--- src/rtl/mem_read_burst_if.sv ---
// Burst-read bus: command/status, memory read port and consumer valid/ready stream.
// The DUT side uses the slave modport; the environment side uses master.
interface mem_read_burst_if #(
  parameter int N  = 63,
  parameter int AW = 8,
  parameter int LW = 8
);
  logic          start;
  logic [AW-1:0] base;
  logic [LW-1:0] len;
  logic          busy;
  logic          done;
  logic          mem_re;
  logic [AW-1:0] mem_addr;
  logic [N:0]    mem_rdata;
  logic          rd_valid;
  logic [N:0]    rd_data;
  logic          rd_ready;

  modport slave (
    input  start, base, len, mem_rdata, rd_ready,
    output busy, done, mem_re, mem_addr, rd_valid, rd_data
  );

  modport master (
    output start, base, len, mem_rdata, rd_ready,
    input  busy, done, mem_re, mem_addr, rd_valid, rd_data
  );
endinterface

--- src/rtl/mem_read_burst.sv ---
// Burst reader: issues LEN reads from a fixed-latency memory starting at BASE and
// streams the returned words through a DEPTH-entry FIFO to a valid/ready consumer.
module mem_read_burst #(
  parameter int N     = 63,
  parameter int AW    = 8,
  parameter int LW    = 8,
  parameter int LAT   = 2,
  parameter int DEPTH = 4
) (
  input  logic             clk,
  input  logic             rst,
  mem_read_burst_if.slave  bus
);
  localparam int PW = $clog2(DEPTH);
  localparam int CW = $clog2(DEPTH + 1);

  typedef enum logic [1:0] {S_IDLE, S_ISSUE, S_DRAIN, S_DONE} state_t;

  state_t        state_q, state_d;
  logic [AW-1:0] addr_q, addr_d, cur_addr;
  logic [LW-1:0] rem_q, rem_d, cur_rem;
  logic          mem_re_q, mem_re_d;
  logic [AW-1:0] mem_addr_q, mem_addr_d;
  logic [LAT-1:0] trk_q, trk_d;
  logic [N:0]    fifo_q [DEPTH];
  logic [PW-1:0] wptr_q, rptr_q;
  logic [CW-1:0] cnt_q;
  logic          push, pop, credit, issue;
  int unsigned   occ;

  assign push = trk_q[LAT-1];
  assign pop  = (cnt_q != '0) && bus.rd_ready;

  // Occupancy after this edge: reads in flight (incl. the one on the bus now) plus
  // FIFO words, minus the word leaving this cycle. A new issue fits only below DEPTH.
  always_comb begin
    occ = 32'(mem_re_q) + 32'(cnt_q);
    for (int unsigned i = 0; i < LAT; i++) occ = occ + 32'(trk_q[i]);
    if (pop) occ = occ - 32'd1;
    credit = occ < 32'(DEPTH);
  end

  always_ff @(posedge clk or posedge rst) begin
    if (rst) state_q <= S_IDLE;
    else     state_q <= state_d;
  end

  always_comb begin
    state_d = state_q;
    issue   = 1'b0;
    unique case (state_q)
      S_IDLE: begin
        if (bus.start) begin
          if (bus.len == '0) begin
            state_d = S_DONE;
          end else begin
            state_d = S_ISSUE;
            issue   = 1'b1;
          end
        end
      end
      S_ISSUE: begin
        if (rem_q == '0) begin
          state_d = S_DRAIN;
        end else if (credit) begin
          issue = 1'b1;
          if (rem_q == LW'(1)) state_d = S_DRAIN;
        end
      end
      S_DRAIN: begin
        if (!mem_re_q && trk_q == '0 && cnt_q == '0) state_d = S_DONE;
      end
      S_DONE:  state_d = S_IDLE;
      default: state_d = S_IDLE;
    endcase
  end

  always_comb begin
    bus.busy = (state_q != S_IDLE);
    bus.done = (state_q == S_DONE);
  end

  // The first read is launched from IDLE so mem_re is on the bus the cycle after start.
  always_comb begin
    cur_addr   = (state_q == S_IDLE) ? bus.base : addr_q;
    cur_rem    = (state_q == S_IDLE) ? bus.len  : rem_q;
    mem_re_d   = issue;
    mem_addr_d = mem_addr_q;
    addr_d     = addr_q;
    rem_d      = rem_q;
    if (issue) begin
      mem_addr_d = cur_addr;
      addr_d     = cur_addr + 1'b1;
      rem_d      = cur_rem - 1'b1;
    end
    trk_d = (trk_q << 1) | LAT'(mem_re_q);
  end

  always_ff @(posedge clk or posedge rst) begin
    if (rst) begin
      addr_q     <= '0;
      rem_q      <= '0;
      mem_re_q   <= 1'b0;
      mem_addr_q <= '0;
      trk_q      <= '0;
      wptr_q     <= '0;
      rptr_q     <= '0;
      cnt_q      <= '0;
    end else begin
      addr_q     <= addr_d;
      rem_q      <= rem_d;
      mem_re_q   <= mem_re_d;
      mem_addr_q <= mem_addr_d;
      trk_q      <= trk_d;
      if (push) wptr_q <= wptr_q + 1'b1;
      if (pop)  rptr_q <= rptr_q + 1'b1;
      if (push && !pop)      cnt_q <= cnt_q + 1'b1;
      else if (!push && pop) cnt_q <= cnt_q - 1'b1;
    end
  end

  always_ff @(posedge clk) begin
    if (push) fifo_q[wptr_q] <= bus.mem_rdata;
  end

  assign bus.mem_re   = mem_re_q;
  assign bus.mem_addr = mem_addr_q;
  assign bus.rd_valid = (cnt_q != '0);
  assign bus.rd_data  = (cnt_q != '0) ? fifo_q[rptr_q] : '0;

  a_no_overflow: assert property (@(posedge clk) disable iff (rst)
    !(push && cnt_q == CW'(DEPTH)));
endmodule

--- src/flat_wrapper.sv ---
// flat-port wrapper written by rule: the top's interface ports become plain ports
module mem_read_burst_flat 
#(
  parameter int N     = 63,
  parameter int AW    = 8,
  parameter int LW    = 8,
  parameter int LAT   = 2,
  parameter int DEPTH = 4
)
  (clk, rst, bus_start, bus_base, bus_len, bus_mem_rdata, bus_rd_ready, bus_busy, bus_done, bus_mem_re, bus_mem_addr, bus_rd_valid, bus_rd_data);
  mem_read_burst_if #(.N(N), .AW(AW), .LW(LW)) bus_i ();
  input  logic clk;
  input  logic rst;
  input wire logic [$bits(bus_i.start)-1:0] bus_start;
  input wire logic [$bits(bus_i.base)-1:0] bus_base;
  input wire logic [$bits(bus_i.len)-1:0] bus_len;
  input wire logic [$bits(bus_i.mem_rdata)-1:0] bus_mem_rdata;
  input wire logic [$bits(bus_i.rd_ready)-1:0] bus_rd_ready;
  output wire logic [$bits(bus_i.busy)-1:0] bus_busy;
  output wire logic [$bits(bus_i.done)-1:0] bus_done;
  output wire logic [$bits(bus_i.mem_re)-1:0] bus_mem_re;
  output wire logic [$bits(bus_i.mem_addr)-1:0] bus_mem_addr;
  output wire logic [$bits(bus_i.rd_valid)-1:0] bus_rd_valid;
  output wire logic [$bits(bus_i.rd_data)-1:0] bus_rd_data;
  assign bus_i.start = bus_start;
  assign bus_i.base = bus_base;
  assign bus_i.len = bus_len;
  assign bus_i.mem_rdata = bus_mem_rdata;
  assign bus_i.rd_ready = bus_rd_ready;
  assign bus_busy = bus_i.busy;
  assign bus_done = bus_i.done;
  assign bus_mem_re = bus_i.mem_re;
  assign bus_mem_addr = bus_i.mem_addr;
  assign bus_rd_valid = bus_i.rd_valid;
  assign bus_rd_data = bus_i.rd_data;
  mem_read_burst #(.N(N), .AW(AW), .LW(LW), .LAT(LAT), .DEPTH(DEPTH)) u_core (.clk(clk), .rst(rst), .bus(bus_i));
endmodule
--- config.mk ---
export PLATFORM = sky130hd
export DESIGN_NAME = mem_read_burst_flat
export DESIGN_NICKNAME = d
export VERILOG_FILES = /design/src/rtl/mem_read_burst_if.sv /design/src/rtl/mem_read_burst.sv /design/src/flat_wrapper.sv
export SDC_FILE = /design/constraint.sdc
export NUM_CORES = 1
export LEC_CHECK = 0
export BUFFER_PORTS_ARGS = -buffer_cell sky130_fd_sc_hd__buf_4
export CORE_ASPECT_RATIO = 1.1
export CORE_UTILIZATION = 30
export DETAILED_ROUTE_END_ITERATION = 7
export HOLD_SLACK_MARGIN = 0.03
export SLEW_MARGIN = 10
export SYNTH_ARGS = -nofsm -noshare
export SYNTH_HDL_FRONTEND = slang
export SYNTH_SLANG_ARGS = --single-unit
--- constraint.sdc ---
create_clock -name clk -period 5.1 [get_ports clk]
set_input_delay 0.255 -clock clk [delete_from_list [all_inputs] [get_ports clk]]
set_output_delay 0.255 -clock clk [all_outputs]
set_load 0.01 [all_outputs]
==> flow_summary.toml, run 1 <==
[global_route]
grt_pass1_wl_um = 37860
grt_max_degree = 69
grt.overflow.total = 0
grt_pass1_vias = 6715
antenna_found_initial = 1
track_usage_pct = 12.20

[yosys]
synthAdderAreaFrac_pct = 1.923
yosys.area.top_type = "edfxtp_1"
synth_edf_count = 256
synth_flop_cell = "edfxtp_1"
netlist_area_um2 = 11840
ys_seq_area_share_pct = 72.53
synth_mux_area_share_pct = 14.52
synth_compound_area_share_pct = 1.870
synth-simple-area-share_pct = 5.970
ys_seq_elements = 292
synth_top_family_by_area = "multiplexers"
synth_warnings = 0
synthTopCellsByArea = "edfxtp_1 65%, mux4_2 12%, dfrtp_1 7.6%"
synth-xor-area-share_pct = 1.627
ys_types = 42
yosysTopAreaCellShare_pct = 64.92
synthArstFlopShare_pct = 12.33
syn_avg_cell_area_um2 = 19.07
syn_nets = 722
synthCells = 621

[timing]
fin_crit_ns = 3.661
setup_viol_count_final = 0
min_period_over_period_pct = 71.78
skew_ns = 0.01963
tns_ns = 0
finalHoldViolCount = 0
fmax_mhz = 273.2
tightestPinTransition_ns = 0.8221
rsz0062_at_grt = "no"
slew_headroom_pct = 45.20
final_max_slew_viol_count = 0

[layout]
area_delta_synth_final_pct = 27.99
final_common_cell = "edfxtp_1"
final_cells = 1381
diodes = 0
finalNetCount = 960
drive_above_1_share_pct = 33.03
finish.utilization_pct = 39.39
nFillCells = 3542
most-common-layout-cells = "256 x edfxtp_1, 169 x buf_4, 66 x dlygate4sd3_1"

[detailed_routing]
drtIter0Drc = 360
antenna_left = 0
vias_per_cell = 4.578
drc = 0
vias = 6322
wl_um = 24470
routedWlPerCell_um = 17.72
dr.pass1.iters = 6

[floorplanning]
ios = 160
start_util_pct = 30.78
die_w_um = 191.4
fp.dieH_um = 210.4
rows = 75
coreArea_um2 = 38470
dieArea_um2 = 40270

[setup_path]
end_kind = "flip-flop"
crit_fanout = 38
reg2reg_depth = 13
cp_cell_sequence = "ha_1 -> fa_1 -> ha_1 -> xor2_1 -> xnor2_1 -> and3_1 -> ha_1 -> nor2b_1 -> o32ai_1 -> nor2_1 -> a31oi_2 -> buf_4 -> mux2_1"
crit_path_start = "u_core.cnt_q[0]"
reg2reg_slack_ns = 1.44
cp-start-kind = "flip-flop"
critPathKind = "reg -> reg"
worstPathArrival_ns = 4.10
endpoint = "u_core.rem_q[0]"
cp_data_required_time_ns = 5.54
r2r_start = "u_core.cnt_q[0]"
path_common_cell = "ha_1"
slowest_stage = "dfrtp_1"
cp_slowest_stage_delay_ns = 0.46
r2r-end = "u_core.rem_q[0]"

[placed_design]
post-dp-hpwl_um = 14460
gp_congestion = 0.7766
dp_cells = 1261
io_buffers = 159

[power_and_ir_drop]
p_leak_nw = 5.400
powerDensity_nw_per_um2 = 587.7
peakVddDrop_v = 0.0003200

[cts]
postCtsHoldBufs = 66
cts_made_buffers = 30
root_buffer = "clkbuf_16"
post_cts_resized = 0
clock-sinks = 292
path_clk_slew_ns = 0.06
clk_latency_ns = 0.56
clock_path_buffers = 3
post_cts_buffers = 0
cts_tree = "yes"
htree_levels = 1

[flow_run]
cap_violations = 0

[hold_path]
hold_path_startpoint = "bus_base[4]"
hold_class = "in -> reg"

[outcome]
status = "completed"
## per-layer routing
layer,global-route usage [%],share of wire (%),vias to the layer above,wire [um]
li1,-,-,2906,-
met2,20.79,49,142,11970
met3,2.414,4.9,40,1210
met5,0,0.053,-,13
met1,15.73,44,3232,10840
met4,3.339,1.8,2,437
## power breakdown
group	internal [mW]	leakage, nW	switching, mW	total (mW)
logic	1.80	2.21	1.63	3.43
clock network	1.08	0.422	0.867	1.95
registers	3.18	2.77	0.357	3.53
## sequential cells by signal, indices dropped and copies added, names as in the netlist
name / flops
u_core.wptr_q: 2
u_core.cnt_q: 3
u_core.trk_q: 2
u_core.state_q: 2
u_core.bus.mem_addr: 8
u_core.rptr_q: 2
u_core.fifo_q: 256
u_core.bus.mem_re: 1
u_core.addr_q: 8
u_core.rem_q: 8
## area by class of cell
| class | count | area [um^2] | share of cell area (%) |
|---|---|---|---|
| Multi-Input combinational cell | 288 | 3084 | 20.35 |
| Tap cell | 500 | 625.6 | 4.128 |
| Sequential cell | 292 | 8596 | 56.72 |
| Inverter | 12 | 45.04 | 0.2972 |
| Clock buffer | 37 | 777.0 | 5.127 |
| Clock inverter | 17 | 98.84 | 0.6522 |
| Timing Repair Buffer | 235 | 1929 | 12.73 |
## metrics by stage
stage	total power, mW	cell area, um^2	worst slack, ns	hold WS [ns]
6_report	8.908	15160	1.439	0.07327
3_5_place_dp	7.070	13620	1.464	0.4110
5_1_grt	9.507	15160	1.202	0.06571
3_3_place_gp	7.038	13620	1.494	0.4007
2_1_floorplan	5.742	11840	1.889	0.3539
4_1_cts	9.094	15160	1.448	0.03950
## kinds of logic after synthesis
kind of cell,after synthesis
muxes,90
DFF,292
xor gates and xnor gates,22
adders and majority gates,17
buffers and inverters,41
AOI/OAI and AO/OA,36
and+or+nand+nor,123
## Yosys cell counts, drive strengths merged, types with 8 or more instances
cell type,instances
buf,17
and2,68
a21oi,8
xnor2,13
mux4,64
mux2,14
dfrtp,36
o21ai,17
nand2,16
nor2,10
inv,12
xor2,9
edfxtp,256
mux2i,12
ha,15
clkbuf,12
## how the worst min path moves through the flow
stage                             endpoint  slack (ns)  depth (start not counted)
floorplan              u_core.fifo_q[0][0]        0.35                          0
global placement    u_core.bus.mem_addr[7]        0.40                          3
detailed placement  u_core.bus.mem_addr[7]        0.41                          3
CTS                 u_core.bus.mem_addr[3]        0.04                          3
global route        u_core.bus.mem_addr[3]        0.07                          3
finish              u_core.bus.mem_addr[4]        0.07                          3
## critical path, delay by kind of cell, from the launching register on
family,cells,cell delay (ns)
flops,1,0.46
fa+ha+maj,4,1.17
compound gates,2,0.35
buf+inv,1,0.38
mux,1,0.37
xor+xnor,2,0.39
simple gates,3,0.41
Power figures use the tool's default switching activity.
==> inputs of run 2 (changes only) <==
--- a/config.mk
+++ b/config.mk
@@ -5,6 +5,7 @@
 export SDC_FILE = /design/constraint.sdc
 export NUM_CORES = 1
 export LEC_CHECK = 0
+export ABC_AREA = 1
 export BUFFER_PORTS_ARGS = -buffer_cell sky130_fd_sc_hd__buf_4
 export CORE_ASPECT_RATIO = 1.1
 export CORE_UTILIZATION = 30
==> constraint.sdc (replaced) <==
create_clock -name clk -period 3.5 [get_ports clk]
set_input_delay 0.175 -clock clk [delete_from_list [all_inputs] [get_ports clk]]
set_output_delay 0.175 -clock clk [all_outputs]
set_load 0.01 [all_outputs]
==> flow_summary.toml, run 2 <==
[setup_path]
reg2reg_depth = 16
critPathKind = "reg -> reg"
crit_fanout = 25
cp_cell_sequence = "ha_1 -> fa_1 -> ha_1 -> inv_1 -> nand3_1 -> nand2_1 -> nor2_1 -> ha_1 -> nand2_1 -> nand3_1 -> nand3_1 -> nor2_2 -> nand3_2 -> nand2_4 -> nand2_1 -> nand2_1"
slowest_stage = "dfrtp_1"
crit_path_start = "u_core.cnt_q[0]"
end_kind = "flip-flop"
cp-start-kind = "flip-flop"
cp_data_required_time_ns = 3.99
endpoint = "u_core.bus.mem_addr[7]"
path_common_cell = "nand2_1"
reg2reg_slack_ns = 0.41
r2r_start = "u_core.cnt_q[0]"
cp_slowest_stage_delay_ns = 0.44
r2r-end = "u_core.bus.mem_addr[7]"
worstPathArrival_ns = 3.58

[global_route]
use_met2_pct = 23.65
grt_pass1_vias = 8176
grt_pass1_wl_um = 45520
grt_max_degree = 130
use_met3_pct = 3.238
track_usage_pct = 14.10
grt.overflow.total = 0
antenna_found_initial = 2
grtUsageMet1_pct = 18.19
grt.busiest_layer = "met2"

[floorplanning]
coreArea_um2 = 40080
dieArea_um2 = 41350
die_w_um = 194.0
ios = 160
fp.dieH_um = 213.2
start_util_pct = 30.34
rows = 77

[yosys]
synthCells = 1073
synth_edf_count = 256
synth_warnings = 0
synth_flop_cell = "edfxtp_1"
synthArstFlopShare_pct = 12.33
yosysTopAreaCellShare_pct = 63.21
syn_avg_cell_area_um2 = 11.33
yosys.area.top_type = "edfxtp_1"
ys_seq_elements = 292
ys_types = 28
synth_common_cells = "279 x nor2_1, 256 x edfxtp_1, 139 x o21ai_0"
ys_seq_area_share_pct = 70.62
synth_most_common_cell = "nor2_1"
syn_nets = 1174
netlist_area_um2 = 12160
synthTopCellsByArea = "edfxtp_1 63%, nor2_1 8.6%, dfrtp_1 7.4%"

[hold_path]
hold_class = "in -> reg"
hold_depth = 5

[placed_design]
post-dp-hpwl_um = 16430
gp_congestion = 0.8540
io_buffers = 159
postPlaceCellArea_um2 = 13980

[detailed_routing]
dr.pass1.iters = 5
wl_um = 29310
routedWlPerCell_um = 16.00
drtIter0Drc = 520
antenna_left = 0
drc = 0
vias_per_cell = 4.640
vias = 8501

[timing]
fin_crit_ns = 3.090
final_max_slew_viol_count = 0
slew_headroom_pct = 37.59
min_period_over_period_pct = 88.29
finalHoldViolCount = 0
tightestPinTransition_ns = 0.9362
rsz0062_at_grt = "no"
tns_ns = 0
setup_viol_count_final = 0
skew_ns = 0.01045
fmax_mhz = 323.6

[layout]
final_common_cell = "nor2_1"
drive_above_1_share_pct = 18.77
design_area_um2 = 15710
nFillCells = 3832
regArea_um2 = 8596
multi_input_area_um2 = 3184
regMostFlops = "u_core.fifo_q"
finalNetCount = 1393
largest_reg_flops = 256
most-common-layout-cells = "279 x nor2_1, 256 x edfxtp_1, 166 x buf_4"
area_delta_synth_final_pct = 29.18

[power_and_ir_drop]
switching_share_pct = 37.68
powerDensity_nw_per_um2 = 903.3
pwr-share-clk_pct = 22.8
intPower_mw = 8.844
p_switching_mw = 5.347
pwr-share-seq_pct = 34.5
p_leak_nw = 5.980
p_comb_share_pct = 42.8
p_total_mw = 14.19
peakVddDrop_v = 0.0005576

[cts]
clk_latency_ns = 0.56
path_clk_slew_ns = 0.06
clock-sinks = 292
post_cts_buffers = 0
htree_levels = 1
root_buffer = "clkbuf_16"
cts_tree = "yes"
cts_made_buffers = 31
clock_path_buffers = 3

[flow_run]
cap_violations = 0

[outcome]
status = "completed"
-- run 2: how the worst min path moves through the flow --
stage | startpoint | endpoint
2_1_floorplan | bus_mem_rdata[0] | u_core.fifo_q[0][0]
3_3_place_gp | rst | u_core.bus.mem_addr[7]
3_5_place_dp | rst | u_core.bus.mem_addr[7]
4_1_cts | bus_base[3] | u_core.bus.mem_addr[3]
5_1_grt | bus_base[3] | u_core.bus.mem_addr[3]
6_report | bus_base[2] | u_core.bus.mem_addr[2]
-- run 2: timing repair --
item / CTS / global route
endpoints found under the setup margin: 0 / 0
hold buffers: 70 / 0
resized for setup: 0 / 0
hold endpoints to repair: 280 / 0
-- run 2: cells by family (layout without fill, tap and decap cells) --
family                     after synthesis  after routing  share of synthesized area [%]
DFF                                    292            292                          70.62
buffers and inverters                   97            340                          3.200
adders and majority gates               17             17                          1.872
and+or+nand+nor                        439            439                          14.41
AOI/OAI and AO/OA                      212            212                          8.735
xor gates and xnor gates                15             15                          1.080
other                                    0              3                              0
muxes                                    1              1                        0.08231
-- run 2: cell type report --
cell class	count	area share, %
sequential	292	54.71
antenna	3	0.04779
timing repair buffer	244	13.41
clock inverter	10	0.5973
inverter	39	0.9716
multi-input combinational	684	20.27
tap	513	4.086
clock buffer	47	5.902
-- run 2: routing by layer --
metal	part of all wire (%)	up-vias
li1	-	4144
met1	45	4118
met2	47	206
met3	6.1	33
met4	1.8	0
met5	0	-
-- run 2: critical path: cells and delay by family, from the launching register on --
kind                     cells  cell delay (ns)
AND/OR/NAND/NOR             11             1.30
adder cells (fa/ha/maj)      4             1.20
flip-flops                   1             0.44
buffers and inverters        1             0.08
-- run 2: power by group through the flow --
stage	registers [mW]	logic (mW)	clock network [mW]
3_3_place_gp	4.95	6.05	0
6_report	4.89	6.07	3.23
5_1_grt	4.96	6.87	3.45
3_5_place_dp	4.95	6.14	0
4_1_cts	4.89	6.22	3.34
2_1_floorplan	4.92	3.70	0
-- run 2: stage by stage --
stage          setup slack (ns)  utilization, %  std cells  hold slack, ns
3_3_place_gp             0.5071           34.88       1702          0.3417
2_1_floorplan            0.7824               -       1073          0.2739
5_1_grt                  0.1124           39.19       1830          0.1076
4_1_cts                  0.3909           39.18       1829         0.03524
3_5_place_dp             0.3991           34.88       1702          0.3502
6_report                 0.4099           39.20       1832         0.07184
